==> config.mk <==
export PLATFORM = sky130hd
export DESIGN_NAME = msrv32_store_unit
export DESIGN_NICKNAME = d
export VERILOG_FILES = /design/src/rtl/msrv32_pkg.sv /design/src/rtl/msrv32_store_fmt.sv /design/src/rtl/msrv32_store_unit.sv
export SDC_FILE = /design/constraint.sdc
export NUM_CORES = 1
export LEC_CHECK = 0
export CORE_MARGIN = 2
export CORE_UTILIZATION = 41
export CTS_CLUSTER_DIAMETER = 30
export DETAILED_ROUTE_END_ITERATION = 8
export HOLD_SLACK_MARGIN = 0.15
export PLACE_DENSITY = 0.79
export SETUP_SLACK_MARGIN = 0.3
export SLEW_MARGIN = 30
export SYNTH_ARGS = -nofsm -noshare
export SYNTH_HDL_FRONTEND = slang
export SYNTH_HIERARCHICAL = 1
export SYNTH_SLANG_ARGS = --single-unit
==> constraint.sdc <==
create_clock -name ms_riscv32_mp_clk_in -period 1.99 [get_ports ms_riscv32_mp_clk_in]
set_clock_uncertainty 0.2 [all_clocks]
set_input_delay 0.398 -clock ms_riscv32_mp_clk_in [delete_from_list [all_inputs] [get_ports ms_riscv32_mp_clk_in]]
set_output_delay 0.398 -clock ms_riscv32_mp_clk_in [all_outputs]
set_load 0.02 [all_outputs]
==> src/rtl/msrv32_pkg.sv <==
// msrv32_pkg: store sizes, store-unit FSM encoding and default bus timeout
package msrv32_pkg;
  localparam logic [1:0] SIZE_SB  = 2'b00;
  localparam logic [1:0] SIZE_SH  = 2'b01;
  localparam logic [1:0] SIZE_SW  = 2'b10;
  localparam logic [1:0] SIZE_RSV = 2'b11;
  localparam int TIMEOUT_DEFAULT = 16;
  typedef enum logic [1:0] {ST_IDLE = 2'b00, ST_REQ = 2'b01, ST_ERR = 2'b10} state_t;
endpackage

==> src/rtl/msrv32_store_fmt.sv <==
// msrv32_store_fmt: replicates store data across byte lanes and builds the byte-enable mask
import msrv32_pkg::*;
module msrv32_store_fmt (
  input  logic [1:0]  size,
  input  logic [1:0]  offset,
  input  logic [31:0] rs2,
  output logic [31:0] data,
  output logic [3:0]  mask
);
  assign data = size == SIZE_SB ? {4{rs2[7:0]}} : size == SIZE_SH ? {2{rs2[15:0]}} : rs2;
  assign mask = size == SIZE_SB ? 4'b0001 << offset :
                size == SIZE_SH ? (offset[1] ? 4'b1100 : 4'b0011) :
                size == SIZE_SW ? 4'b1111 : 4'b0000;
endmodule

==> src/rtl/msrv32_store_unit.sv <==
// msrv32_store_unit: single-outstanding data-memory write port with timeout and bus-error reporting
import msrv32_pkg::*;
module msrv32_store_unit #(
  parameter int TIMEOUT_CYCLES = TIMEOUT_DEFAULT,
  parameter int CNT_W          = 5
) (
  input  logic        ms_riscv32_mp_clk_in,
  input  logic        ms_riscv32_mp_rst_n_in,
  input  logic        mem_wr_req_in,
  input  logic        trap_taken_in,
  input  logic [1:0]  funct3_in,
  input  logic [31:0] iadder_in,
  input  logic [31:0] rs2_in,
  input  logic        ms_riscv32_mp_dmwr_ready_in,
  input  logic        ms_riscv32_mp_dmwr_err_in,
  output logic [31:0] ms_riscv32_mp_dmaddr_out,
  output logic [31:0] ms_riscv32_mp_dmdata_out,
  output logic [3:0]  ms_riscv32_mp_dmwr_mask_out,
  output logic        ms_riscv32_mp_dmwr_req_out,
  output logic        stall_out,
  output logic        store_err_out,
  output logic [31:0] store_err_addr_out
);
  state_t           state;
  logic [CNT_W-1:0] count;
  logic [31:0]      byte_addr, fmt_data;
  logic [3:0]       fmt_mask;
  logic             accept, timeout, done, fail;
  assign accept  = state == ST_IDLE && mem_wr_req_in && !trap_taken_in && funct3_in != SIZE_RSV;
  assign timeout = count == CNT_W'(TIMEOUT_CYCLES - 1);
  assign done    = ms_riscv32_mp_dmwr_ready_in || timeout;
  assign fail    = ms_riscv32_mp_dmwr_ready_in ? ms_riscv32_mp_dmwr_err_in : timeout;
  assign stall_out = accept || (state == ST_REQ && !ms_riscv32_mp_dmwr_ready_in) || state == ST_ERR;
  msrv32_store_fmt u_fmt (
    .size   (funct3_in),
    .offset (iadder_in[1:0]),
    .rs2    (rs2_in),
    .data   (fmt_data),
    .mask   (fmt_mask)
  );
  // Write FSM: registers the formatted request at accept, freezes it in REQ, pulses the error in ERR
  always_ff @(posedge ms_riscv32_mp_clk_in or negedge ms_riscv32_mp_rst_n_in)
    if (!ms_riscv32_mp_rst_n_in) begin
      state                       <= ST_IDLE;
      count                       <= '0;
      byte_addr                   <= '0;
      ms_riscv32_mp_dmaddr_out    <= '0;
      ms_riscv32_mp_dmdata_out    <= '0;
      ms_riscv32_mp_dmwr_mask_out <= '0;
      ms_riscv32_mp_dmwr_req_out  <= 1'b0;
      store_err_out               <= 1'b0;
      store_err_addr_out          <= '0;
    end else begin
      store_err_out <= 1'b0;
      case (state)
        ST_IDLE: if (accept) begin
          state                       <= ST_REQ;
          count                       <= '0;
          byte_addr                   <= iadder_in;
          ms_riscv32_mp_dmaddr_out    <= {iadder_in[31:2], 2'b00};
          ms_riscv32_mp_dmdata_out    <= fmt_data;
          ms_riscv32_mp_dmwr_mask_out <= fmt_mask;
          ms_riscv32_mp_dmwr_req_out  <= 1'b1;
        end
        ST_REQ: if (done) begin
          state                       <= fail ? ST_ERR : ST_IDLE;
          ms_riscv32_mp_dmwr_mask_out <= '0;
          ms_riscv32_mp_dmwr_req_out  <= 1'b0;
          store_err_out               <= fail;
          if (fail) store_err_addr_out <= byte_addr;
        end else count <= count + 1'b1;
        default: state <= ST_IDLE;
      endcase
    end
endmodule
==> run summary, run 1 <==
status = finished with violations
violated checks = setup timing
power share of the clock group = 19.4%
Final setup viols = 42
HPWL after DPL = 8400 µm
post-synth cell types = 30
WP data required = 2020 ps
Setup TNS = -7520 ps
Worst Hold Class = reg2reg
critical setup path kind = reg2reg
GP Congestion = 0.745
EDFF count, synth = 0
CTS tree = done
cts bufs inserted = 9
drt total wl = 12700 µm
Die W = 114 µm
share of cells above drive strength 1 = 40.3%
Port Buf Inserts = 172
number of buffers and inverters on the critical path = 3
Internal = 5.82 mW
DR vias = 3415
fraction of the cycle the final worst path needs = 112%
fillers = 887
Tmin final = 2220 ps
critical path's largest stage delay = 400 ps
sequential power share = 38.8%
sequential fraction of the synthesis area = 54.8%
CP Launch Type = flop
Avg WL per Cell = 18.0 µm
top post-synthesis cells by count = dfrtp_1, mux2_2, buf_4, mux2_1, mux2i_1
Slew Limit Fails = 0
kind of cell adding the most delay to the critical path = multiplexers
Root Driver = clkbuf_16
antenna cells = 0
Die ar. = 13000 µm²
grt ovf = 0
most common flop cell mapped by yosys = dfrtp_1
Starting Density = 41.8%
largest net degree at the start of global routing = 61
crit-path most repeated cell = buf_6
syn avg cell area = 13.8 µm²
post-route ant nets = 0
io pins = 175
worst skew pair latency = 350 ps
total power = 8.90 mW
Synth area leaders = dfrtp_1, mux2_2, buf_4
total number of H-tree levels = 3
Post-synth ARST share = 100%
post-synthesis cell area = 4980 µm²
Logic pwr share = 41.8%
Pwr Density = 1130 nW/µm²
slack of the critical path = -230 ps
Leakage = 3.60 nW
Worst setup EP type = flop
CP max-delay cell = dfrtp_1
DRT iter0 DRCs = 121
RSZ-0062 raised after global routing = true
Hold Violations, Final = 0
cell with the most instances after synthesis = dfrtp_1
VDD IR max = 542 µV
crit-path max FO = 5
Clock Sinks = 109
vias in the first global route = 3760
DR top layer = met5
CP Cell Sequence = ha_2 -> and3_4 -> ha_4 -> buf_12 -> mux2i_4 -> buf_6 -> nor2_4 -> buf_6 -> mux2_4
synthesized flop and latch total = 109
switching portion of total power = 34.6%
Routed met1 length = 5410 µm
clock buffer depth = 2
MaxCap Viol Count = 0
CTS clk-pin slew, worst paths = 70 ps
Die Ht = 114 µm
Arrival @ worst endpoint = 2250 ps
1st-pass router iterations = 4
Tot GR Track Use = 19.5%
Fmax = 451 MHz
row count = 40
NumNets Final = 627
metal2 WL = 6440 µm
Area Growth Syn to Fin = 57.8%
Placed Area = 7010 µm²
core area = 11900 µm²
met3 wire len = 711 µm
initial antenna violation count = 1
post-synthesis cell count = 361
DRC = 0
fin area = 7850 µm²
top cell type's share of synthesized area = 54.8%
leading area contributor after synthesis = dfrtp_1
total number of yosys warnings = 6
switching pwr = 3.08 mW
first-pass GRT wire length = 19600 µm
via density per instance = 4.84
## routing by layer
metal  up-vias  GRT usage, %
met1      1698          24.5
met4         2          6.18
met5         -             0
met2       100          33.1
li1       1604             -
met3        11          4.92
## layout by cell type, fill, tap and decap left out, types with 2 or more instances in the layout
| master | n |
|---|---|
| a21oi_1 | 4 |
| buf_12 | 11 |
| buf_4 | 25 |
| buf_6 | 20 |
| buf_8 | 6 |
| clkbuf_16 | 11 |
| clkbuf_2 | 7 |
| clkdlybuf4s15_1 | 65 |
| clkdlybuf4s50_1 | 65 |
| clkinv_2 | 2 |
| conb_1 | 2 |
| dfrtp_1 | 109 |
| dlygate4sd2_1 | 33 |
| inv_1 | 6 |
| mux2_2 | 41 |
| mux2_4 | 71 |
| mux2i_1 | 16 |
| nand2_1 | 10 |
| nand2_2 | 2 |
| nand2b_1 | 2 |
| nor2_4 | 4 |
| o21a_1 | 2 |
| o21ai_0 | 11 |
| o21ai_2 | 4 |
| o22ai_2 | 2 |
## worst paths after layout
check	startpoint	to	slack, ps	depth (start not counted)
min in group asynchronous	ms_riscv32_mp_rst_n_in	ms_riscv32_mp_dmdata_out[14]	390	3
max in group asynchronous	ms_riscv32_mp_rst_n_in	byte_addr[17]	910	3
min reg2reg	store_err_addr_out[1]	store_err_addr_out[1]	310	1
max	count[0]	store_err_addr_out[1]	-230	9
min	store_err_addr_out[1]	store_err_addr_out[1]	310	1
max reg2reg	count[0]	store_err_addr_out[1]	-230	9
## kinds of logic after synthesis
group	count (synthesis)	share of synthesized area [%]
multiplexers	129	28.8
flip-flops	109	54.8
buffers and inverters	65	9.20
AO/OA/AOI/OAI	29	3.47
AND/OR/NAND/NOR	26	3.19
adder cells (fa/ha/maj)	2	0.503
other	1	0.0753
## registers in the layout (all words and copies together), names as in the netlist
name and cells:
state 2, store_err_addr_out 32, store_err_out 1, ms_riscv32_mp_dmwr_req_out 1, count 5, ms_riscv32_mp_dmwr_mask_out 4
ms_riscv32_mp_dmdata_out 32, byte_addr 32
## layout make-up
type / count / area, µm² / share of cell area (%)
Clock buffer: 10 / 239 / 3.04
Multi-Input combinational cell: 190 / 2190 / 27.9
Tap cell: 147 / 184 / 2.34
Timing Repair Buffer: 236 / 2440 / 31.0
Inverter: 7 / 26.3 / 0.335
Sequential cell: 109 / 2730 / 34.7
Clock inverter: 6 / 46.3 / 0.589
## what timing repair did
| item | CTS | global route |
|---|---|---|
| endpoints found under the setup margin | 210 | 175 |
| hold buffers | 1 | 0 |
| pin swaps | 12 | 11 |
| gates resized for setup | 153 | 109 |
| hold endpoints to repair | 109 | 0 |
| gates cloned | 3 | 2 |
| buffers inserted | 21 | 9 |
## metrics by stage
step                cells  utilization [%]  worst slack [ps]  hold slack, ps
floorplan             362                -             -69.2           -97.6
global placement      653             58.9              -665             222
detailed placement    653             58.9              -654             229
CTS                   694             63.4              -211             308
global route          705             65.9              -272             318
finish                705             65.9              -230             305
## power by group through the flow
| stage | Sequential [mW] | Combinational [mW] | Clock (mW) |
|---|---|---|---|
| 6_report | 3.46 | 3.72 | 1.73 |
| 5_1_grt | 3.56 | 3.93 | 1.87 |
| 4_1_cts | 3.44 | 3.58 | 1.76 |
| 3_5_place_dp | 3.48 | 3.93 | 0 |
| 3_3_place_gp | 3.45 | 3.85 | 0 |
| 2_1_floorplan | 4.07 | 1.56 | 0 |
(Power assumes the default switching activity.)
==> run 2, diff against run 1 <==
--- a/config.mk
+++ b/config.mk
@@ -9,7 +9,6 @@
 export CORE_UTILIZATION = 41
 export CTS_CLUSTER_DIAMETER = 30
 export DETAILED_ROUTE_END_ITERATION = 8
-export HOLD_SLACK_MARGIN = 0.15
 export PLACE_DENSITY = 0.79
 export SETUP_SLACK_MARGIN = 0.3
 export SLEW_MARGIN = 30
==> results of run 2 <==
No change in the layout: final DEF, timing and power equal those of run 1.
==> run 3, diff against run 2 <==
--- a/config.mk
+++ b/config.mk
@@ -7,7 +7,6 @@
 export LEC_CHECK = 0
 export CORE_MARGIN = 2
 export CORE_UTILIZATION = 41
-export CTS_CLUSTER_DIAMETER = 30
 export DETAILED_ROUTE_END_ITERATION = 8
 export PLACE_DENSITY = 0.79
 export SETUP_SLACK_MARGIN = 0.3
==> results of run 3 <==
No change in the layout: final DEF, timing and power equal those of run 1.
